===== config.mk =====
export PLATFORM = sky130hd
export DESIGN_NAME = scan_decoder
export DESIGN_NICKNAME = d
export VERILOG_FILES = /design/src/rtl/scan_decoder_pkg.sv /design/src/rtl/tick_gen.sv /design/src/rtl/scan_decoder.sv
export SDC_FILE = /design/constraint.sdc
export NUM_CORES = 1
export LEC_CHECK = 0
export ABC_CLOCK_PERIOD_IN_PS = 3610
export CORE_MARGIN = 2
export CORE_UTILIZATION = 45
export CTS_CLUSTER_DIAMETER = 40
export DETAILED_ROUTE_END_ITERATION = 8
export DONT_BUFFER_PORTS = 1
export GPL_TIMING_DRIVEN = 0
export HOLD_SLACK_MARGIN = 0.08
export PLACE_DENSITY = 0.64
export SETUP_SLACK_MARGIN = 0.3
export SYNTH_ARGS = -nofsm -noshare
export SYNTH_HDL_FRONTEND = slang
export SYNTH_SLANG_ARGS = --single-unit

===== constraint.sdc =====
create_clock -name clk -period 3.61 [get_ports clk]
set_input_delay 1.083 -clock clk [delete_from_list [all_inputs] [get_ports clk]]
set_output_delay 1.083 -clock clk [all_outputs]
set_load 0.1 [all_outputs]

===== src/rtl/scan_decoder_pkg.sv =====
// Shared constants and the index-to-one-hot helper for scan_decoder.
package scan_decoder_pkg;
  localparam int MAX_N = 6;

  localparam logic MODE_DIRECT = 1'b0;
  localparam logic MODE_SCAN   = 1'b1;

  // Full-width one-hot; callers slice down to 2^N lines.
  function automatic logic [(2**MAX_N)-1:0] decode(input logic [MAX_N-1:0] i);
    return {{((2**MAX_N)-1){1'b0}}, 1'b1} << i;
  endfunction
endpackage


===== src/rtl/tick_gen.sv =====
// Dwell prescaler: tick fires on the cycle the count has reached dwell.
module tick_gen #(
  parameter int DWELL_W = 16
) (
  input  logic               clk,
  input  logic               reset_n,
  input  logic               clr,
  input  logic               en,
  input  logic [DWELL_W-1:0] dwell,
  output logic               tick
);
  logic [DWELL_W-1:0] cnt;

  // >= rather than == so a shrinking dwell cannot strand the count above it.
  assign tick = en && (cnt >= dwell);

  always_ff @(posedge clk or negedge reset_n) begin
    if (!reset_n)  cnt <= '0;
    else if (clr)  cnt <= '0;
    else if (en)   cnt <= tick ? '0 : cnt + DWELL_W'(1);
  end
endmodule


===== src/rtl/scan_decoder.sv =====
// N-to-2^N registered one-hot decoder with direct and self-timed scan modes.
module scan_decoder
  import scan_decoder_pkg::*;
#(
  parameter int N              = 4,
  parameter int DWELL_W        = 16,
  parameter bit OUT_ACTIVE_LOW = 1'b0
) (
  input  logic               clk,
  input  logic               reset_n,
  input  logic               en,
  input  logic               mode,
  input  logic [N-1:0]       code,
  input  logic [DWELL_W-1:0] dwell,
  output logic [(2**N)-1:0]  bcode,
  output logic [N-1:0]       idx,
  output logic               wrap
);
  localparam int OUT_W = 2**N;

  logic                   scan_go, clr, tick, wrap_nxt;
  logic [N-1:0]           idx_nxt;
  logic [(2**MAX_N)-1:0]  dec_full;
  logic [OUT_W-1:0]       sel;

  assign scan_go = en && (mode == MODE_SCAN);
  assign clr     = en && (mode == MODE_DIRECT);

  tick_gen #(.DWELL_W(DWELL_W)) u_tick (
    .clk    (clk),
    .reset_n(reset_n),
    .clr    (clr),
    .en     (scan_go),
    .dwell  (dwell),
    .tick   (tick)
  );

  always_comb begin
    idx_nxt = idx;
    if (en) begin
      if (mode == MODE_DIRECT) idx_nxt = code;
      else if (tick)           idx_nxt = idx + N'(1);
    end
  end

  assign wrap_nxt = tick && (idx == {N{1'b1}});

  // Decode the next index so bcode and idx update on the same edge.
  assign dec_full = decode(MAX_N'(idx_nxt));
  assign sel      = en ? dec_full[OUT_W-1:0] : '0;

  always_ff @(posedge clk or negedge reset_n) begin
    if (!reset_n) begin
      idx   <= '0;
      wrap  <= 1'b0;
      bcode <= OUT_ACTIVE_LOW ? {OUT_W{1'b1}} : {OUT_W{1'b0}};
    end else begin
      idx   <= idx_nxt;
      wrap  <= wrap_nxt;
      bcode <= OUT_ACTIVE_LOW ? ~sel : sel;
    end
  end
endmodule


==> Flow_metrics.wiki, run 1 <==
{| class="wikitable"
! Metric !! Value
|-
| Tightest Pin Transition || around 1.1 ns
|-
| Worst IR Drop VDD || about 360 uV
|-
| Most common library cell in the layout ignoring fill and taps || dfrtp_1
|-
| Adder-cell share of the synthesized area || 0.103
|-
| Via count of the first global-routing pass || 1651
|-
| Vias after detailed routing || 1811
|-
| Number of endpoints with negative hold slack in the final report || 0
|-
| End of the worst register-to-register path || bcode[1]$_DFF_PN0_
|-
| Status || finished, final reports clean
|-
| Initial DRC count || 88
|-
| Element type at the critical path end || flop
|-
| CTS clock-pin slew for the worst setup and hold paths || ~0.080 ns
|-
| Pins over their slew limit || 0
|-
| Largest delay share family, worst path || simple AND/OR/NAND/NOR gates
|-
| Die ar. || 5440 um^2
|-
| Synthesized area per cell || between 9 and 10 um^2
|-
| Post-synthesis compound-gate area fraction || 0.186
|-
| RSZ-0062 raised after global routing || yes
|-
| Grt total ovfl || 0
|-
| Post-route DRC || 0
|-
| Filler instances || 440
|-
| Most used flip-flop cell after synthesis || dfrtp_1
|-
| Boundary Pins || 45
|-
| Internal power || 0.000708 W
|-
| Leakage || between 1 and 1.5 nW
|-
| Min Hold Slack || 0.479 ns
|-
| Maximum net fanout on the critical path || 6
|-
| Net total in the final layout || between 200 and 300
|-
| Post-Synthesis Cells || 234
|-
| Commonest non-fill, non-tap cells in the layout || 37 x dfrtp_1, 19 x inv_1, 17 x o21ai_0
|-
| Largest stage delay, worst path || about 0.38 ns
|-
| Row count || 25
|-
| Part of the total power dissipated in sequential elements || 0.511
|-
| Nature of the critical path startpoint || primary input
|-
| Number of antenna violations at the first check in global routing || 0
|-
| Part of the power in combinational logic || 0.161
|-
| CTS tree || yes
|-
| Antenna diode count || 0
|-
| Total Routing Usage GR || 0.188
|-
| Sequential fraction of the synthesis area || 0.423
|-
| Number of flops mapped to enable cells by yosys || 0
|-
| Total placed instance area || 2330 um^2
|-
| Ratio of cells with drive above 1 in the final layout || 0.224
|-
| Area of the core || 4690 um^2
|-
| NetSw || between 0.0004 and 0.0005 W
|-
| Flip-flop and latch count after synthesis || 37
|-
| Crit path setup slack, layout || ~0.35 ns
|-
| Xor/xnor share of the synthesized area || 0.00400
|-
| Final non-filler cell area || approximately 2600 um^2
|-
| Count of cells along the worst register-to-register path || 10
|-
| Library cell appearing most often on the critical path || buf_6
|-
| Max clock buf depth || 2
|-
| WL final || roughly 5000 um
|-
| Starting density of the core || 0.467
|-
| Crit Path Class || in2reg
|-
| Number of sinks driven by the clock tree || 37
|-
| Distinct cell type count of the synthesized netlist || 47
|-
| DR WL/cell || ~16 um
|-
| Clock buffers created by TritonCTS || 5
|-
| Mean number of vias per cell || a little under 6
|-
| Number of iterations in the first detailed-routing pass || 4
|-
| Min cycle time layout || approximately 3.3 ns
|-
| Maximum capacitance violations || 0
|-
| Required time of the critical path || 3.81 ns
|-
| Area taken by multi-input logic gates || 1260 um^2
|-
| First-pass GRT wire length || roughly 7800 um
|-
| Count of hold buffers inserted by post-cts repair || 0
|-
| Area added between synthesis and finish || 20.1%
|-
| Worst Hold Class || in2async
|-
| Number of input and output port buffers inserted || 0
|-
| Simple-gate share of the synthesized area || 0.201
|-
| Floorplan die width || roughly 74 um
|-
| Final cycle utilization of the critical path || 0.903
|-
| Number of H-tree levels || 2
|-
| Reg2reg setup slack || 0.66 ns
|-
| Number of synthesis warnings || 0
|-
| Dominant combinational cell family by area after synthesis || simple AND/OR/NAND/NOR gates
|-
| Max-Slew Margin vs Limit || 0.266
|-
| Final weighted congestion of routability-driven global placement || 0.804
|-
| Netlist Area Pre-Place || roughly 2200 um^2
|-
| Multiplexer fraction of the synthesized cell area || 0.00457
|-
| Post-detailed-route count of antenna-violating nets || 0
|-
| DP Wirelength || 3480 um
|-
| Total setup violations reported at the end of the flow || 0
|-
| Sw Share || 0.368
|-
| Footprint of the flip-flops and latches || 926 um^2
|-
| Cell Chain, Critical Path || inv_8 > ha_4 > nand4_1 > or3_1 > o32a_1 > buf_6 > and2_4 > buf_6 > o311ai_4 > clkinvlp_4 > nor4_1
|-
| Share of flip-flops with an asynchronous set or reset after synthesis || 1.00
|-
| Worst path buffer plus inverter count || 4
|-
| Maximum number of pins on one net before global-route repair || 38
|-
| Clock share of power || 0.329
|-
| Reg2reg start || u_tick.cnt[11]$_DFFE_PN0P_
|-
| Synthesized net count || 276
|-
| Pwr dens || about 430 nW/um^2
|-
| Arrival time of the worst setup path || ~3.5 ns
|-
| Cell at the root of the clock tree || clkbuf_8
|-
| Final Util || 0.561
|-
| Slowest library cell on the worst path || o311ai_4
|-
| Worst setup slack before clock tree synthesis || -0.0843 ns
|-
| Worst-Skew Late Latency || 0.29 ns
|-
| Clock tree skew after final layout || ~0.005 ns
|-
| Achievable Freq || slightly above 300 MHz
|-
| Floorplan die height || roughly 74 um
|}
-- power groups by stage --
stage | registers [W] | clock network [W] | logic [W]
floorplan | 0.000573 | 0 | 0.000115
CTS | 0.000572 | 0.000372 | 0.000148
global placement | 0.000581 | 0 | 0.000141
global route | 0.000576 | 0.000387 | 0.000199
detailed placement | 0.000580 | 0 | 0.000142
finish | 0.000571 | 0.000368 | 0.000180
-- per-layer routing --
layer	wire length, um	GRT usage
met1	2260	0.244
met2	2470	0.309
met3	238	0.0494
met4	40	0.0545
met5	0	0
-- state kept, by name, indices dropped and copies added, names as in the netlist --
signal	flops
bcode	16
u_tick.cnt	16
idx	4
wrap	1
-- metrics by stage --
step,std cells,power [W],TNS (ns)
5_1_grt,304,0.00116,0
4_1_cts,297,0.00109,0
6_report,304,0.00112,0
2_1_floorplan,234,0.000688,0
3_3_place_gp,288,0.000721,-0.409
3_5_place_dp,288,0.000722,-0.406
-- how the worst max path moves through the flow --
stage	cells past startpoint	endpoint	startpoint
finish	11	bcode[1]$_DFF_PN0_	dwell[11]
global route	11	bcode[0]$_DFF_PN0_	dwell[11]
CTS	11	bcode[13]$_DFF_PN0_	dwell[10]
detailed placement	11	bcode[8]$_DFF_PN0_	dwell[0]
global placement	11	bcode[8]$_DFF_PN0_	dwell[0]
floorplan	11	bcode[15]$_DFF_PN0_	dwell[7]
-- synthesized netlist by cell type (all sizes together), types with 5 or more instances --
| cell | n | area [um^2] |
|---|---|---|
| dfrtp | 37 | 926 |
| inv | 28 | 108 |
| ha | 18 | 225 |
| nor4 | 18 | 119 |
| o21ai | 17 | 85.1 |
| nand2 | 13 | 48.8 |
| nand3 | 12 | 60.1 |
| a21o | 11 | 83.8 |
| a21oi | 10 | 50.1 |
| nor3 | 9 | 45.0 |
| clkbuf | 6 | 22.5 |
| nor2 | 6 | 22.5 |
| nand4 | 5 | 31.3 |
| nor3b | 5 | 37.5 |
-- repair_timing --
action / in CTS / in global routing
buffers inserted: 1 / 6
setup endpoints to repair: 10 / 16
resized for setup: 3 / 23
pin swaps: 1 / 3
gates cloned: 0 / 1
-- final cells by class --
class	instances	share of cell area
flip-flops and latches	37	0.352
clock inverters	3	0.0176
repair buffers	7	0.0205
plain buffers	10	0.0243
repair inverters	1	0.00285
multi-input cells	157	0.478
inverters	30	0.0528
clock buffers	5	0.0262
well taps	54	0.0257
-- kinds of logic after synthesis --
| family | after synthesis |
|---|---|
| xor gates and xnor gates | 1 |
| AOI/OAI and AO/OA | 58 |
| muxes | 1 |
| adders and majority gates | 18 |
| and+or+nand+nor | 79 |
| buffers and inverters | 40 |
| DFF | 37 |
Power figures use the tool's default switching activity.
==> inputs of run 2 (changes only) <==
SKIP_LAST_GASP = 1   (was unset)
==> results of run 2 <==
Same layout as run 1: the final DEF is identical, and so are final timing and power.
